**config.mk**
```make
export PLATFORM = sky130hd
export DESIGN_NAME = bit_serial_compare_ctrl
export DESIGN_NICKNAME = d
export VERILOG_FILES = /design/src/rtl/bit_serial_compare_ctrl.sv
export SDC_FILE = /design/constraint.sdc
export NUM_CORES = 1
export LEC_CHECK = 0
export ABC_AREA = 1
export CORE_AREA = 2 2 67 69
export DETAILED_ROUTE_END_ITERATION = 12
export DIE_AREA = 0 0 69 71
export HOLD_SLACK_MARGIN = 0.1
export SLEW_MARGIN = 20
export SYNTH_ARGS = -nofsm -noshare
export SYNTH_HDL_FRONTEND = slang
export SYNTH_SLANG_ARGS = --single-unit
```
**constraint.sdc**
```tcl
create_clock -name clk_in -period 3.7 [get_ports clk_in]
set_input_delay 0.74 -clock clk_in [delete_from_list [all_inputs] [get_ports clk_in]]
set_output_delay 0.74 -clock clk_in [all_outputs]
set_load 0.05 [all_outputs]
```
**src/rtl/bit_serial_compare_ctrl.sv**
```systemverilog
// Bit-serial magnitude comparator controller.
// Walks two latched operands MSB first through an external 1-bit comparator
// and folds its per-bit greater/less/equal answers into a registered result.
module bit_serial_compare_ctrl #(
  parameter int unsigned WIDTH      = 8,
  parameter int unsigned EARLY_EXIT = 1
) (
  input  logic             clk_in,
  input  logic             rst_n_in,
  input  logic             start_in,
  input  logic [WIDTH-1:0] a_in,
  input  logic [WIDTH-1:0] b_in,
  output logic             cmp_a_out,
  output logic             cmp_b_out,
  input  logic             cmp_g_in,
  input  logic             cmp_l_in,
  input  logic             cmp_e_in,
  output logic             busy_out,
  output logic             done_out,
  output logic             g_t,
  output logic             l_t,
  output logic             e_t,
  output logic             err_out
);

  localparam int unsigned IdxW = $clog2(WIDTH);

  typedef enum logic [1:0] {
    StIdle,
    StCompare,
    StDone
  } state_e;

  state_e           state_q;
  logic [IdxW-1:0]  idx_q;
  logic [WIDTH-1:0] a_q;
  logic [WIDTH-1:0] b_q;
  // First deciding bit seen so far (only used when the full word is scanned).
  logic             dec_q;
  logic             dec_g_q;
  logic             dec_l_q;

  logic             onehot;
  logic             dec_now;
  logic             dec_g_now;
  logic             dec_l_now;
  logic             scan_end;

  // Per-bit decision folding: an earlier decision always wins over the current bit.
  always_comb begin
    onehot    = ({cmp_g_in, cmp_l_in, cmp_e_in} == 3'b100) ||
                ({cmp_g_in, cmp_l_in, cmp_e_in} == 3'b010) ||
                ({cmp_g_in, cmp_l_in, cmp_e_in} == 3'b001);
    dec_now   = dec_q | cmp_g_in | cmp_l_in;
    dec_g_now = dec_q ? dec_g_q : cmp_g_in;
    dec_l_now = dec_q ? dec_l_q : cmp_l_in;
    scan_end  = ((EARLY_EXIT != 0) && dec_now) || (idx_q == '0);
  end

  // Bit pair presented to the comparator; quiet outside of the scan.
  always_comb begin
    cmp_a_out = 1'b0;
    cmp_b_out = 1'b0;
    if (state_q == StCompare) begin
      cmp_a_out = a_q[idx_q];
      cmp_b_out = b_q[idx_q];
    end
  end

  // Control FSM with registered status and result outputs.
  always_ff @(posedge clk_in or negedge rst_n_in) begin
    if (!rst_n_in) begin
      state_q  <= StIdle;
      idx_q    <= '0;
      a_q      <= '0;
      b_q      <= '0;
      dec_q    <= 1'b0;
      dec_g_q  <= 1'b0;
      dec_l_q  <= 1'b0;
      busy_out <= 1'b0;
      done_out <= 1'b0;
      g_t      <= 1'b0;
      l_t      <= 1'b0;
      e_t      <= 1'b0;
      err_out  <= 1'b0;
    end else begin
      done_out <= 1'b0;
      unique case (state_q)
        StIdle: begin
          if (start_in) begin
            a_q      <= a_in;
            b_q      <= b_in;
            idx_q    <= IdxW'(WIDTH - 1);
            dec_q    <= 1'b0;
            dec_g_q  <= 1'b0;
            dec_l_q  <= 1'b0;
            g_t      <= 1'b0;
            l_t      <= 1'b0;
            e_t      <= 1'b0;
            err_out  <= 1'b0;
            busy_out <= 1'b1;
            state_q  <= StCompare;
          end
        end
        StCompare: begin
          if (!onehot) begin
            // Comparator protocol violation: abandon the scan with no result.
            err_out  <= 1'b1;
            g_t      <= 1'b0;
            l_t      <= 1'b0;
            e_t      <= 1'b0;
            done_out <= 1'b1;
            state_q  <= StDone;
          end else if (scan_end) begin
            g_t      <= dec_g_now;
            l_t      <= dec_l_now;
            e_t      <= ~dec_now;
            done_out <= 1'b1;
            state_q  <= StDone;
          end else begin
            dec_q    <= dec_now;
            dec_g_q  <= dec_g_now;
            dec_l_q  <= dec_l_now;
            idx_q    <= idx_q - IdxW'(1);
          end
        end
        StDone: begin
          busy_out <= 1'b0;
          state_q  <= StIdle;
        end
        default: begin
          busy_out <= 1'b0;
          state_q  <= StIdle;
        end
      endcase
    end
  end

endmodule

```
==> impl_metrics.ini, run 1 <==
[timing]
hold_viol = 0
finalCritPeriodShare_pct = 78.8
max_freq_mhz = 343
rsz0062_at_grt = no
setup_viol = 0
holdWs_ns = 0.470
timing_worst_slew_pin_value_ns = 0.494
slew_headroom_pct = 67.0
min_period_ns = 2.91
skew_ns = 0.00729
finalSetupTns_ns = 0
maxSlewViolCount = 0

[worst_setup_path]
cp_num_buf_inv = 2
slowest_stage = clkdlybuf4s50_1
critical_path_peak_fanout = 11
cp_data_arrival_time_ns = 2.17
cp-end-kind = output port
crit_path_frequent_cell = nor2_1
crit_start = idx_q[0]
critPathLaunchType = flip-flop
required_ns = 2.96
path_class = reg2out
slowest_delay_ns = 0.82
path_cells = inv_2 > nor2_1 > o21ai_1 > a21oi_1 > nor2_1 > clkdlybuf4s50_1
r2r_start = idx_q[0]
crit_family = buffers and inverters

[outcome]
status = finished clean

[routing]
dr.pass1.iters = 4
viasPerCell = 4.53
drtAntennaViolNets = 0
vias = 1204
initialDrtViolationCount = 56
wl_per_cell_um = 11.1
wl_mm = 2.95
drc = 0

[floorplan]
die_area_um2 = 4900
die-width_um = 69
io_pins = 30
core.rowCount = 24
die_y_um = 71
start_util_pct = 35.4
core_area_um2 = 4200

[power_and_ir_drop]
p_leak_nw = 0.954
combPwrFrac_pct = 45.8
peakVddDrop_mv = 0.370
p_total_mw = 1.51
p_clk_share_pct = 16.8
power.internal_mw = 0.850
powerDensity_nw_per_um2 = 798
power_frac_seq_pct = 37.5
power_switching_mw = 0.663
swShare_pct = 43.8

[final_layout]
antenna_cells = 0
multiInputGateArea_um2 = 639
seq_area_um2 = 751
layout_common_cells = 79 x nand2_1, 30 x dfrtp_1, 29 x clkdlybuf4s50_1
synthToLayoutAreaGrowth_pct = 27.6
nFillCells = 436
drive_gt1_share_pct = 11.2
layout_commonest_cell = nand2_1
fin_nets = 239

[yosys]
synth-seq-cells = 30
ys_seq_area_share_pct = 50.5
syn_avg_cell_area_um2 = 8.17
synth.net_count = 206
synth_warnings = 0
synth_cell_types = 22
netlist_area_um2 = 1490
syn_inst = 182

[clock_tree]
post_cts_buffers = 0
htreeDepth = 2
clockBufferDepth = 2
clock_latency_ns = 0.28
clkSlewWorstSetupHoldPaths_ns = 0.06
cts_tree = built
clock-sinks = 30
ctsResizeCount = 0
cts_root_buf = clkbuf_8
cts_made_buffers = 5
postCtsHoldBufs = 0

[grt]
grt_pass1_vias = 1178
grt_pass1_wl_mm = 5.14
grt.total_usage_pct = 13.2
grt_max_degree = 31
antenna_found_initial = 0
overflow = 0

[placement]
place_hpwl_mm = 2.11
place_congestion = 0.755
portBuffers = 29

[hold_path]
hp-start = b_q[7]
min_path_type = reg2reg

[flow_run]
maxCapViolCount = 0
worst paths after layout:
kind                       depth (start not counted)  slack (ns)   endpoint
max                                                6        0.79  cmp_b_out
min                                                2        0.47     b_q[7]
max reg2reg                                        8        2.10    dec_l_q
min reg2reg                                        2        0.47     b_q[7]
max in group asynchronous                          2        2.56     b_q[1]
min in group asynchronous                          2        0.85    dec_l_q
state kept, by name, summed over array words and instances, names as in the netlist, 2 cells and up:
register and flops:
a_q 8, b_q 8, idx_q 3, state_q 2
cells in the mapped netlist, drive strengths merged:
cell type | number | area, µm²
a21oi | 4 | 20.0
dfrtp | 30 | 751
nand2 | 82 | 325
nand3b | 1 | 7.51
o21ai | 8 | 40.0
nand3 | 10 | 75.1
ha | 2 | 25.0
inv | 15 | 61.3
buf | 4 | 35.0
nor2 | 19 | 103
nand4 | 7 | 43.8
logic make-up (layout without fill, tap and decap cells):
kind of cell / count (synthesis) / after routing / synth area share (%)
compound gates: 12 / 12 / 4.04
fa+ha+maj: 2 / 2 / 1.68
buf+inv: 19 / 51 / 6.48
flops: 30 / 30 / 50.5
simple gates: 119 / 119 / 37.3
through the flow:
step,util (%),setup WS (ns),instances,cell area [µm²]
floorplan,-,1.47,182,1490
global placement,43.2,1.13,260,1810
detailed placement,43.2,1.11,260,1810
CTS,45.1,0.782,266,1900
global route,45.1,0.632,266,1900
finish,45.1,0.786,266,1900
power groups by stage:
| stage | clock (mW) | combinational [mW] | sequential, mW |
|---|---|---|---|
| 2_1_floorplan | 0 | 0.467 | 0.625 |
| 3_3_place_gp | 0 | 0.697 | 0.573 |
| 3_5_place_dp | 0 | 0.705 | 0.573 |
| 4_1_cts | 0.261 | 0.707 | 0.569 |
| 5_1_grt | 0.276 | 0.782 | 0.585 |
| 6_report | 0.254 | 0.693 | 0.567 |
cell type report:
| class | instances | area share (%) |
|---|---|---|
| Timing Repair Buffer | 30 | 15.7 |
| Inverter | 15 | 3.23 |
| Tap cell | 52 | 3.43 |
| Sequential cell | 30 | 39.6 |
| Multi-Input combinational cell | 133 | 33.7 |
| Clock buffer | 6 | 4.35 |
metal layers:
metal,vias to the layer above,part of all wire [%],GRT usage [%],routed length [µm]
met5,-,0,0,0
met4,0,1.5,4.58,44
li1,641,-,-,-
met3,6,5.2,5.13,152
met1,531,46,16.8,1360
met2,26,47,20.6,1390
tightest hold or removal path: cells and delay by family (launching register included):
| kind | cells | cell delay [ns] |
|---|---|---|
| AND/OR/NAND/NOR | 2 | 0.09 |
| flip-flops | 1 | 0.34 |
Note: power is estimated with default switching activity, not from simulation.
==> run 2, diff against run 1 <==
==> constraint.sdc (replaced) <==
create_clock -name clk_in -period 2.9 [get_ports clk_in]
set_input_delay 0.58 -clock clk_in [delete_from_list [all_inputs] [get_ports clk_in]]
set_output_delay 0.58 -clock clk_in [all_outputs]
set_load 0.05 [all_outputs]
==> run 2 against run 1 <==
  * Hold slack barely moved
  * Clock skew grew 0.00079 ns
  * Worst setup slack lost 0.62 ns
  * Total power is 29% higher
  * Critical path depth unchanged
  * Die area stayed put
  * Utilization is 0.27 points higher
  * Sequential cell count is the same
  * Critical endpoint is now cmp_a_out
  * Combinational power grew 28%
  * Register-to-register slack lost 0.81 ns
  * First-iteration DRC count decreased by 39%
==> impl_metrics.ini, run 2 (synthesized netlist as in run 1, its figures left out) <==
[routing]
initialDrtViolationCount = 34
drtAntennaViolNets = 0
wl_mm = 3.00
wl_per_cell_um = 11.2
dr.pass1.iters = 4
viasPerCell = 4.57
vias = 1226
drc = 0

[timing]
finalSetupTns_ns = 0
finalCritPeriodShare_pct = 94.4
timing_worst_slew_pin_value_ns = 0.497
min_period_ns = 2.74
setup_viol = 0
slew_headroom_pct = 66.8
hold_viol = 0
maxSlewViolCount = 0
max_freq_mhz = 365
fin_ws_ns = 0.162
skew_ns = 0.00808
rsz0062_at_grt = no

[worst_setup_path]
cp-end-kind = output port
required_ns = 2.32
path_class = reg2out
critPathLaunchType = flip-flop
cp_data_arrival_time_ns = 2.16
critical_path_peak_fanout = 11

[floorplan]
core.rowCount = 24
core_area_um2 = 4200
io_pins = 30
start_util_pct = 35.4
die_y_um = 71
die-width_um = 69
die_area_um2 = 4900

[grt]
grt_pass1_wl_mm = 5.33
grt_max_degree = 31
antenna_found_initial = 0
grt.total_usage_pct = 13.7
grt_pass1_vias = 1181
overflow = 0

[power_and_ir_drop]
power.internal_mw = 1.09
power_frac_seq_pct = 37.1
p_clk_share_pct = 17.4
p_leak_nw = 0.976
combPwrFrac_pct = 45.5
p_total_mw = 1.95
power_switching_mw = 0.857
powerDensity_nw_per_um2 = 1020
peakVddDrop_mv = 0.440
swShare_pct = 44.0

[flow_run]
maxCapViolCount = 0

[outcome]
status = finished clean

[final_layout]
fin_nets = 239
drive_gt1_share_pct = 11.6
synthToLayoutAreaGrowth_pct = 28.4
top_regs = a_q: 8 flops, b_q: 8 flops, idx_q: 3 flops
antenna_cells = 0
layout_commonest_cell = nand2_1
nFillCells = 444
layout_common_cells = 79 x nand2_1, 30 x dfrtp_1, 28 x clkdlybuf4s50_1

[clock_tree]
cts_tree = built
clock_latency_ns = 0.28
postCtsHoldBufs = 0
cts_root_buf = clkbuf_8
cts_made_buffers = 5
clock-sinks = 30
htreeDepth = 2
clockBufferDepth = 2
clkSlewWorstSetupHoldPaths_ns = 0.07

[hold_path]
min_path_type = reg2reg

[placement]
place_congestion = 0.755
place_hpwl_mm = 2.12
portBuffers = 29
place_ws_ns = 0.476
[run 2: changes by cell type in the layout (fill, tap and decap cells not counted), sizes merged]
cell / delta
clkdlybuf4s50: -1
dlymetal6s2s: +1
clkinv: +1
clkbuf: +1
[run 2: power groups by stage]
| stage | Sequential (mW) | Clock [mW] | Combinational [mW] |
|---|---|---|---|
| 2_1_floorplan | 0.797 | 0 | 0.596 |
| 3_3_place_gp | 0.731 | 0 | 0.889 |
| 3_5_place_dp | 0.730 | 0 | 0.899 |
| 4_1_cts | 0.726 | 0.353 | 0.904 |
| 5_1_grt | 0.748 | 0.373 | 1.00 |
| 6_report | 0.722 | 0.340 | 0.887 |
[run 2: timing repair]
item | in CTS | in global routing
hold endpoints to repair | 0 | 0
setup endpoints to repair | 0 | 1
resized for setup | 0 | 1
setup buffers | 0 | 0
[run 2: layer usage]
layer | vias to the layer above | track usage, % | routed length, µm
met5 | - | 0 | 0
li1 | 641 | - | -
met3 | 6 | 4.70 | 174
met4 | 0 | 5.23 | 58
met1 | 550 | 17.2 | 1330
met2 | 29 | 22.0 | 1440
[run 2: through the flow]
stage / instances / instance area (µm²) / hold WS [ns] / utilization, %
after floorplan: 182 / 1490 / 0.284 / -
after global placement: 260 / 1810 / 0.458 / 43.2
after detailed placement: 260 / 1810 / 0.463 / 43.2
after CTS: 268 / 1910 / 0.478 / 45.3
after global routing: 268 / 1910 / 0.495 / 45.4
final: 268 / 1910 / 0.471 / 45.4
[run 2: path summary, 6_finish.rpt]
kind                            startpoint   endpoint  slack [ns]  cells after the start
worst min register to register      b_q[1]     b_q[1]        0.47                      2
max in group asynchronous         rst_n_in     b_q[2]        1.93                      2
worst max-delay path              idx_q[0]  cmp_a_out        0.16                      6
worst max register to register    idx_q[0]   idx_q[2]        1.29                      8
min in group asynchronous         rst_n_in      dec_q        0.68                      2
worst min-delay path                b_q[1]     b_q[1]        0.47                      2
[run 2: critical path: stages (launching register included)]
cell and delay (ns):
dfrtp_1 0.49, inv_2 0.21, nor2_1 0.06, o21ai_1 0.13
a21oi_1 0.05, nor2_1 0.12, clkdlybuf4s50_1 0.81
[run 2: layout make-up]
cell class / count / area [µm²] / share of cell area (%)
sequential: 30 / 751 / 39.3
multi-input combinational: 133 / 639 / 33.5
timing repair buffer: 30 / 300 / 15.7
clock buffer: 7 / 86.3 / 4.52
tap: 52 / 65.1 / 3.41
inverter: 15 / 61.3 / 3.21
clock inverter: 1 / 5.00 / 0.262
==> run 3, diff against run 2 <==
--- a/config.mk
+++ b/config.mk
@@ -10,7 +10,7 @@
 export DETAILED_ROUTE_END_ITERATION = 12
 export DIE_AREA = 0 0 69 71
 export HOLD_SLACK_MARGIN = 0.1
-export SLEW_MARGIN = 20
+export SLEW_MARGIN = 40
 export SYNTH_ARGS = -nofsm -noshare
 export SYNTH_HDL_FRONTEND = slang
 export SYNTH_SLANG_ARGS = --single-unit
==> results of run 3 <==
No change in the layout: final DEF, timing and power equal those of run 2.
